==> src/rtl/bcd_share_ctrl_pkg.sv <==
// Shared types and constants for the shared binary-to-BCD converter controller.
package bcd_pkg;

    typedef enum logic [1:0] {
        IDLE  = 2'd0,
        SHIFT = 2'd1,
        DONE  = 2'd2
    } state_t;

    // Hundreds in [11:8], tens in [7:4], units in [3:0].
    typedef logic [11:0] bcd3_t;

    localparam int         NUM_REQ     = 2;
    localparam logic [3:0] ADD3_THRESH = 4'd5;

    function automatic logic [3:0] add3(input logic [3:0] d);
        return (d >= ADD3_THRESH) ? (d + 4'd3) : d;
    endfunction

endpackage

==> src/rtl/bcd_share_ctrl_if.sv <==
// Requester/display bundle between the two requesters and the shared BCD converter.
interface bcd_share_ctrl_if #(
    parameter int WIDTH = 8
);
    logic [bcd_pkg::NUM_REQ-1:0] req;
    logic [WIDTH-1:0]            val0;
    logic [WIDTH-1:0]            val1;
    logic [bcd_pkg::NUM_REQ-1:0] ack;
    logic                        busy;
    logic                        out_valid;
    logic                        out_id;
    logic [3:0]                  centenas;
    logic [3:0]                  dezenas;
    logic [3:0]                  unidades;
    logic                        negativo;

    modport master (
        output req, val0, val1,
        input  ack, busy, out_valid, out_id, centenas, dezenas, unidades, negativo
    );

    modport slave (
        input  req, val0, val1,
        output ack, busy, out_valid, out_id, centenas, dezenas, unidades, negativo
    );
endinterface

==> src/rtl/bcd_share_ctrl_iter_core.sv <==
// One double-dabble step: add-3 correction on every digit, then shift in one magnitude bit.
module bcd_iter_core
    import bcd_pkg::*;
(
    input  bcd3_t acc_in,
    input  logic  bit_in,
    output bcd3_t acc_out
);
    bcd3_t corr;

    assign corr    = {add3(acc_in[11:8]), add3(acc_in[7:4]), add3(acc_in[3:0])};
    assign acc_out = {corr[10:0], bit_in};
endmodule

==> src/rtl/bcd_share_ctrl.sv <==
// Round-robin shared binary-to-BCD converter controller, one double-dabble step per clock.
// Define BCD_SHARE_SIGNED_EN for two's-complement inputs with a sign flag on negativo.
module bcd_share_ctrl
    import bcd_pkg::*;
#(
    parameter int WIDTH = 8
) (
    input logic             clk,
    input logic             rst_n,
    bcd_share_ctrl_if.slave bus
);
    localparam int CW = $clog2(WIDTH);

    state_t              state;
    logic [CW-1:0]       cnt;
    logic                last_gnt;
    logic                gnt_q;
    logic                gnt_nxt;
    logic                start;
    logic [WIDTH-1:0]    sel_val;
    logic [WIDTH-1:0]    sel_mag;
    logic                sel_neg;
    logic [WIDTH-1:0]    mag_p0;
    logic                sign_p0;
    bcd3_t               acc_p0;
    bcd3_t               acc_nxt;
    logic [NUM_REQ-1:0]  ack_q;
    logic                busy_q;
    logic                valid_q;
    logic                id_q;
    logic                neg_q;
    logic [3:0]          cen_q;
    logic [3:0]          dez_q;
    logic [3:0]          uni_q;

    // A lone requester always wins; on contention the one not served last time wins.
    always_comb begin
        gnt_nxt = bus.req[1];
        if (&bus.req) gnt_nxt = ~last_gnt;
    end

    assign start   = (state == IDLE) && (|bus.req);
    assign sel_val = gnt_nxt ? bus.val1 : bus.val0;

`ifdef BCD_SHARE_SIGNED_EN
    // Most negative input wraps to itself, which reads correctly as an unsigned magnitude.
    function automatic logic [WIDTH-1:0] to_mag(input logic signed [WIDTH-1:0] v);
        logic [WIDTH-1:0] u;
        u = v;
        return u[WIDTH-1] ? (~u + WIDTH'(1)) : u;
    endfunction

    assign sel_neg = sel_val[WIDTH-1];
    assign sel_mag = to_mag(sel_val);
`else
    assign sel_neg = 1'b0;
    assign sel_mag = sel_val;
`endif

    // ---- stage p0: latched operand and BCD accumulator (data path, no reset) ----
    always_ff @(posedge clk) begin
        if (start) begin
            mag_p0  <= sel_mag;
            sign_p0 <= sel_neg;
            acc_p0  <= '0;
        end else if (state == SHIFT) begin
            acc_p0  <= acc_nxt;
        end
    end

    bcd_iter_core u_core (
        .acc_in  (acc_p0),
        .bit_in  (mag_p0[cnt]),
        .acc_out (acc_nxt)
    );

    // ---- control FSM and registered outputs ----
    always_ff @(posedge clk or negedge rst_n) begin
        if (!rst_n) begin
            state    <= IDLE;
            cnt      <= '0;
            last_gnt <= 1'b1;
            gnt_q    <= 1'b0;
            ack_q    <= '0;
            busy_q   <= 1'b0;
            valid_q  <= 1'b0;
            id_q     <= 1'b0;
            neg_q    <= 1'b0;
            cen_q    <= '0;
            dez_q    <= '0;
            uni_q    <= '0;
        end else begin
            case (state)
                IDLE: begin
                    if (start) begin
                        state    <= SHIFT;
                        gnt_q    <= gnt_nxt;
                        last_gnt <= gnt_nxt;
                        cnt      <= CW'(WIDTH - 1);
                        busy_q   <= 1'b1;
                    end
                end
                SHIFT: begin
                    cnt <= cnt - 1'b1;
                    // Final step goes straight to the outputs so they are valid in DONE.
                    if (cnt == '0) begin
                        state   <= DONE;
                        valid_q <= 1'b1;
                        ack_q   <= gnt_q ? 2'b10 : 2'b01;
                        id_q    <= gnt_q;
                        cen_q   <= acc_nxt[11:8];
                        dez_q   <= acc_nxt[7:4];
                        uni_q   <= acc_nxt[3:0];
                        neg_q   <= sign_p0;
                    end
                end
                DONE: begin
                    state   <= IDLE;
                    valid_q <= 1'b0;
                    ack_q   <= '0;
                    busy_q  <= 1'b0;
                end
                default: begin
                    state   <= IDLE;
                    valid_q <= 1'b0;
                    ack_q   <= '0;
                    busy_q  <= 1'b0;
                end
            endcase
        end
    end

    assign bus.ack       = ack_q;
    assign bus.busy      = busy_q;
    assign bus.out_valid = valid_q;
    assign bus.out_id    = id_q;
    assign bus.centenas  = cen_q;
    assign bus.dezenas   = dez_q;
    assign bus.unidades  = uni_q;
    assign bus.negativo  = neg_q;

endmodule

==> src/flat_wrapper.sv <==
// flat-port wrapper written by rule: the top's interface ports become plain ports
module bcd_share_ctrl_flat import bcd_pkg::*;
#(
    parameter int WIDTH = 8
)
  (clk, rst_n, bus_req, bus_val0, bus_val1, bus_ack, bus_busy, bus_out_valid, bus_out_id, bus_centenas, bus_dezenas, bus_unidades, bus_negativo);
  bcd_share_ctrl_if #(.WIDTH(WIDTH)) bus_i ();
  input logic clk;
  input logic rst_n;
  input wire logic [$bits(bus_i.req)-1:0] bus_req;
  input wire logic [$bits(bus_i.val0)-1:0] bus_val0;
  input wire logic [$bits(bus_i.val1)-1:0] bus_val1;
  output wire logic [$bits(bus_i.ack)-1:0] bus_ack;
  output wire logic [$bits(bus_i.busy)-1:0] bus_busy;
  output wire logic [$bits(bus_i.out_valid)-1:0] bus_out_valid;
  output wire logic [$bits(bus_i.out_id)-1:0] bus_out_id;
  output wire logic [$bits(bus_i.centenas)-1:0] bus_centenas;
  output wire logic [$bits(bus_i.dezenas)-1:0] bus_dezenas;
  output wire logic [$bits(bus_i.unidades)-1:0] bus_unidades;
  output wire logic [$bits(bus_i.negativo)-1:0] bus_negativo;
  assign bus_i.req = bus_req;
  assign bus_i.val0 = bus_val0;
  assign bus_i.val1 = bus_val1;
  assign bus_ack = bus_i.ack;
  assign bus_busy = bus_i.busy;
  assign bus_out_valid = bus_i.out_valid;
  assign bus_out_id = bus_i.out_id;
  assign bus_centenas = bus_i.centenas;
  assign bus_dezenas = bus_i.dezenas;
  assign bus_unidades = bus_i.unidades;
  assign bus_negativo = bus_i.negativo;
  bcd_share_ctrl #(.WIDTH(WIDTH)) u_core (.clk(clk), .rst_n(rst_n), .bus(bus_i));
endmodule
==> config.mk <==
export PLATFORM = sky130hd
export DESIGN_NAME = bcd_share_ctrl_flat
export DESIGN_NICKNAME = d
export VERILOG_FILES = /design/src/rtl/bcd_share_ctrl_pkg.sv /design/src/rtl/bcd_share_ctrl_if.sv /design/src/rtl/bcd_share_ctrl_iter_core.sv /design/src/rtl/bcd_share_ctrl.sv /design/src/flat_wrapper.sv
export SDC_FILE = /design/constraint.sdc
export NUM_CORES = 1
export LEC_CHECK = 0
export CAP_MARGIN = 20
export CORE_MARGIN = 4
export CORE_UTILIZATION = 50
export CTS_CLUSTER_DIAMETER = 50
export DETAILED_ROUTE_END_ITERATION = 10
export PLACE_DENSITY = 0.88
export SLEW_MARGIN = 10
export SYNTH_ARGS = -nofsm -noshare
export SYNTH_HDL_FRONTEND = slang
export SYNTH_SLANG_ARGS = --single-unit
==> constraint.sdc <==
create_clock -name clk -period 4.04 [get_ports clk]
set_clock_uncertainty 0.15 [all_clocks]
set_input_delay 0.606 -clock clk [delete_from_list [all_inputs] [get_ports clk]]
set_output_delay 0.606 -clock clk [all_outputs]
set_load 0.02 [all_outputs]
==> run metrics, run 1 <==
final RePlAce weighted congestion=~0.79; FILL cells=310; Top Ports=38; crit path max fanout=9; Seq/Total Area, Yosys=53.5%; post-synthesis compound-gate area fraction=13.1%; Achievable Freq=483 MHz; synth cell count leaders=o21ai_0 (28), nand2_1 (27), dfrtp_1 (23), inv_1 (13), dfxtp_1 (12); maximum vdd drop=0.000416 V; #FFs+latches synth=44; GR Overflow Total=0; switching share of power=38.9%; area of the multi-input gates=between 800 and 900 um^2; die area=about 5100 um^2; syn_nets=225; Yosys cell types=36; Worst setup EP type=register; Layout Nets=263; WL/cell=14.2 um; FF/Latch Area=between 1000 and 1500 um^2; clock slew at reported path FFs=0.08 ns; final instance count without filler cells=roughly 280; Max Slew Vio Count=0; syn_area_per_cell=10.3 um^2; Post-Synth XOR/XNOR Area=1.30%; max_slew headroom=61.0%; period utilisation layout=51.2%; Initial Utilization=between 50% and 60%; Critical Path AT=1.97 ns; Placed Cells=275; Synth Area in Adders=4.95%; Die Ht=just over 70 um; combinational power share=44.7%; top cells by area, synth=dfrtp_1 (28%), dfxtp_1 (12%), edfxtp_1 (12%); number of enable flip-flop cells after synthesis=8; All-Layer GR Usage=16.3%; largest net degree at the start of global routing=27; Seq pwr share=40.4%; Post-Synth Simple-Gate Area=13.9%; fraction of registers with async set/reset=54.5%; DRC=0; Vias/cell=5.35; num rows=22; Final Setup Violations=0; Clock Power Share=roughly 15%; H-tree Lvls=2; CTS tree=built; most common cell in the synthesized netlist=o21ai_0; top cell type's share of synthesized area=28.4%; share of layout cells above drive strength 1=11.4%; 1st-iter DRT viols=98; # resized after CTS=0; worst hold slack=0.320 ns; Clock Path Buffers=2; Power Dens Cells=760 nW/um^2; first-pass GRT wire length=~6.5 mm; Vias=1520; max-capacitance violation count=0; mux share of post-synthesis cell area=8.84%; mapped cell area=2020 um^2; Int Pwr=1.17 mW; Final Critical Period=2.07 ns; setup TNS=0 ns; class of the worst hold path=reg2reg; Initial DRT Pass Iterations=4; CTS Buf Count=5; Post-CTS Hold Buffers=0; Ant. Diodes=0; post-CTS setup buffers=0; core footprint=~3800 um^2; worst slew pin tran=0.584 ns; CTS Sinks=44; WL final=4.02 mm; ys flop type=dfrtp_1; area delta synth->final=24.3%; hpwl dp=2.91 mm; Startpoint Class=primary input; leakage=between 1 and 1.5 nW; status=complete, no violations; Final Hold Viols=0; number of antenna violations at the first check in global routing=0; Ys Warns=0; Die W=71.6 um; crit path kind=in2reg; CP Data Required Time=3.94 ns; RSZ-0062 raised after global routing=no; CTS root buf=clkbuf_8; largest family of logic cells by synthesized area=simple AND/OR/NAND/NOR gates; worst-skew pair later-pin latency=0.30 ns; vias in the first global route=approximately 1500; Synth area leader=dfrtp_1; port bufs=36; Post-Synthesis Cells=197; Switching Power=between 0.7 and 0.8 mW; final antenna-violating net count=0
## worst paths after layout
path / from / to / slack (ns) / cells after the start
min in group asynchronous: rst_n / u_core.bus.out_valid$_DFFE_PN0P_ / 0.51 / 1
min: u_core.acc_p0[9]$_SDFFE_PP0P_ / u_core.acc_p0[9]$_SDFFE_PP0P_ / 0.32 / 2
max: bus_req[1] / u_core.mag_p0[5]$_DFFE_PP_ / 1.97 / 3
max in group asynchronous: rst_n / u_core.last_gnt$_DFFE_PN1P_ / 2.66 / 2
max reg2reg: u_core.cnt[0]$_DFFE_PN0P_ / u_core.bus.centenas[3]$_DFFE_PN0P_ / 2.01 / 6
min reg2reg: u_core.acc_p0[9]$_SDFFE_PP0P_ / u_core.acc_p0[9]$_SDFFE_PP0P_ / 0.32 / 2
## flip-flops by register name (all words and copies together) (netlist names)
register              count
u_core.acc_p0            12
u_core.bus.ack            2
u_core.bus.busy           1
u_core.bus.centenas       4
u_core.bus.dezenas        4
u_core.bus.out_id         1
u_core.bus.out_valid      1
u_core.bus.unidades       4
u_core.cnt                3
u_core.gnt_q              1
u_core.last_gnt           1
u_core.mag_p0             8
u_core.state              2
## worst max-delay path: stages
cell	delay, ns
clkdlybuf4s50_1	0.52
a21boi_2	0.44
mux2_2	0.40
## per-stage QoR
stage	total power, mW	util [%]	worst slack [ns]	area (um^2)
CTS	1.93	66.3	1.98	2500
floorplan	1.33	-	2.33	2020
detailed placement	1.64	63.8	1.66	2410
finish	1.91	66.7	1.97	2510
global route	2.06	66.7	1.79	2510
global placement	1.59	63.8	1.72	2410
## per-layer routing
metal	vias to the layer above	GRT usage [%]	wire (um)
met5	-	0	0
met4	0	8.14	90
met3	8	3.23	184
met1	724	18.7	1680
met2	37	28.7	2070
li1	751	-	-
## power by group through the flow
stage	clock (mW)	combinational [mW]	sequential, mW
after floorplan	0	0.489	0.842
after global placement	0	0.814	0.772
after detailed placement	0	0.860	0.781
after CTS	0.290	0.866	0.774
after global routing	0.305	0.951	0.806
final	0.285	0.854	0.773
## cell families (layout without fill, tap and decap cells)
kind of cell	after synthesis	after routing
AND/OR/NAND/NOR	58	58
AO/OA/AOI/OAI	48	48
flip-flops	44	44
buffers and inverters	19	58
multiplexers	16	16
adder cells (fa/ha/maj)	8	8
XOR/XNOR	3	3
other	1	1
## layout make-up
cell class	count	area share (%)
sequential	44	43.0
multi-input combinational	134	34.0
timing repair buffer	37	14.9
clock buffer	6	3.28
tap	48	2.39
inverter	13	1.94
clock inverter	2	0.398
## placed cells by master, fill, tap and decap left out, drive strengths merged
master,netlist,layout
nor2b,1,1
nor3b,5,5
dfrtp,23,23
dfstp,1,1
inv,13,13
clkinv,0,2
clkbuf,2,6
and2b,1,1
a22oi,1,1
mux2i,4,4
or3,1,1
nand2b,4,4
nand3,4,4
conb,1,1
nor2,7,7
o21ai,33,33
buf,4,1
a2bb2oi,2,2
a21oi,10,10
nand4,1,1
nor3,4,4
a31oi,1,1
edfxtp,8,8
xnor2,3,3
dfxtp,12,12
and3,1,1
ha,8,8
or2,1,1
clkdlybuf4s50,0,36
nand2,28,28
mux2,12,12
a21boi,1,1
Power figures use the tool's default switching activity.
==> run 2, diff against run 1 <==
- clock period: 4.04 -> 2.05 ns (I/O delays scaled with it)
==> run 2 against run 1 <==
Cell count rose by 1.8%. Die area did not move. Setup slack got worse by 1.7 ns. First-iteration DRC count rose by 2.0%. Sequential cell count did not move. Power rose by 96%. Largest cell class unchanged.
==> run metrics, run 2 (synthesis gave the netlist of run 1 again) <==
H-tree Lvls=2; num rows=22; DRC=0; hpwl dp=3.03 mm; status=complete, no violations; Initial Utilization=between 50% and 60%; most common cell after layout, fill and taps aside=clkdlybuf4s50_1; Final Hold Viols=0; Critical Path AT=between 1.5 and 2 ns; area delta synth->final=25.2%; pre-CTS setup slack=about 0.12 ns; largest net degree at the start of global routing=25; Largest Register=u_core.acc_p0; routed length on met2=2.11 mm; met3 wire length=158 um; switching share of power=between 30 and 40%; CTS Sinks=between 40 and 50; crit path max fanout=4; Max Slew Vio Count=0; worst slew pin tran=0.582 ns; max layer used=met4; final RePlAce weighted congestion=0.781; crit path kind=reg2reg; max_slew headroom=between 60% and 70%; maximum vdd drop=0.000616 V; Layout Nets=roughly 270; All-Layer GR Usage=16.9%; Switching Power=1.45 mW; CP Data Required Time=2.12 ns; biggest regs=u_core.acc_p0 x12, u_core.mag_p0 x8; # resized after CTS=0; Die Ht=71.6 um; Vias/cell=5.29; setup TNS=0 ns; combinational power share=46.1%; CTS root buf=clkbuf_8; M1 wire length=1.70 mm; leakage=1.08 nW; GR Overflow Total=0; Achievable Freq=559 MHz; Final Critical Period=roughly 1.8 ns; port bufs=36; Clock Power Share=13.7%; share of layout cells above drive strength 1=roughly an eighth; final antenna-violating net count=0; Top Ports=38; worst-skew pair later-pin latency=0.30 ns; first-pass GRT wire length=6.71 mm; Int Pwr=approximately 2.3 mW; Die W=71.6 um; period utilisation layout=about 87%; 1st-iter DRT viols=100; Seq pwr share=40.3%; CTS Buf Count=5; Post-CTS Hold Buffers=0; RSZ-0062 raised after global routing=no; Worst setup EP type=register; CTS tree=built; vias in the first global route=~1500; commonest non-fill, non-tap cells in the layout=clkdlybuf4s50_1 (36), o21ai_0 (28), nand2_1 (27); Clock Path Buffers=2; Power Dens Cells=~1500 nW/um^2; max-capacitance violation count=0; Vias=1529; Final Setup Violations=0; Ant. Diodes=0; class of the worst hold path=in2async; WL final=4.04 mm; die area=~5000 um^2; setup ws final=0.263 ns; Startpoint Class=register; number of antenna violations at the first check in global routing=0; WL/cell=14.0 um; Initial DRT Pass Iterations=4; flop2flop setup slack=0.26 ns; core footprint=3770 um^2; clock slew at reported path FFs=approximately 0.08 ns; max FFs per register=12; post-CTS setup buffers=0
run 2: changes by cell type in the layout (fill, tap and decap cells not counted):
cell	change
buf_8	-1
buf_4	+6
clkbuf_1	+2
clkinv_2	-1
clkbuf_8	-1
run 2: worst paths after layout:
kind	to	start	cells after the start
min in group clk	u_core.acc_p0[9]$_SDFFE_PP0P_	u_core.acc_p0[9]$_SDFFE_PP0P_	2
max reg2reg	u_core.bus.dezenas[2]$_DFFE_PN0P_	u_core.acc_p0[4]$_SDFFE_PP0P_	6
max in group asynchronous	u_core.last_gnt$_DFFE_PN1P_	rst_n	2
min	u_core.bus.unidades[0]$_DFFE_PN0P_	rst_n	2
min reg2reg	u_core.acc_p0[9]$_SDFFE_PP0P_	u_core.acc_p0[9]$_SDFFE_PP0P_	2
max	u_core.bus.dezenas[2]$_DFFE_PN0P_	u_core.acc_p0[4]$_SDFFE_PP0P_	6
run 2: per-stage QoR:
step | instance area, um^2 | instances | power (mW) | hold slack (ns) | utilization (%)
final | 2530 | 289 | 3.76 | 0.218 | 67.2
after detailed placement | 2450 | 281 | 3.26 | 0.298 | 65.0
after global placement | 2450 | 281 | 3.16 | 0.286 | 65.0
after floorplan | 2020 | 197 | 2.62 | -0.138 | -
after CTS | 2530 | 289 | 3.79 | 0.226 | 67.2
after global routing | 2530 | 289 | 4.05 | 0.247 | 67.2
run 2: routing by layer:
layer  global-route usage [%]  vias to the layer above
met5                        0                        -
met2                     29.0                       41
met4                     7.52                        0
met3                     3.79                        8
met1                     20.1                      721
li1                         -                      759
run 2: area by class of cell:
class / instances / area [um^2]
tap: 48 / 60.1
clock inverter: 1 / 5.00
multi-input combinational: 134 / 856
clock buffer: 7 / 76.3
inverter: 13 / 48.8
timing repair buffer: 42 / 405
sequential: 44 / 1080
fill: 296 / 1240
run 2: critical path: stages (launching register included):
cell and delay [ns]:
dfxtp_1 0.34, inv_1 0.10, ha_1 0.24, nand2b_1 0.10, a21oi_1 0.25, mux2_2 0.38
o21ai_0 0.15
run 2: power groups by stage:
stage                     combinational, mW  clock [mW]  sequential, mW
after floorplan                       0.964           0            1.66
after global placement                 1.66           0            1.50
after detailed placement               1.73           0            1.53
after CTS                              1.75       0.527            1.51
after global routing                   1.93       0.554            1.56
final                                  1.73       0.513            1.51
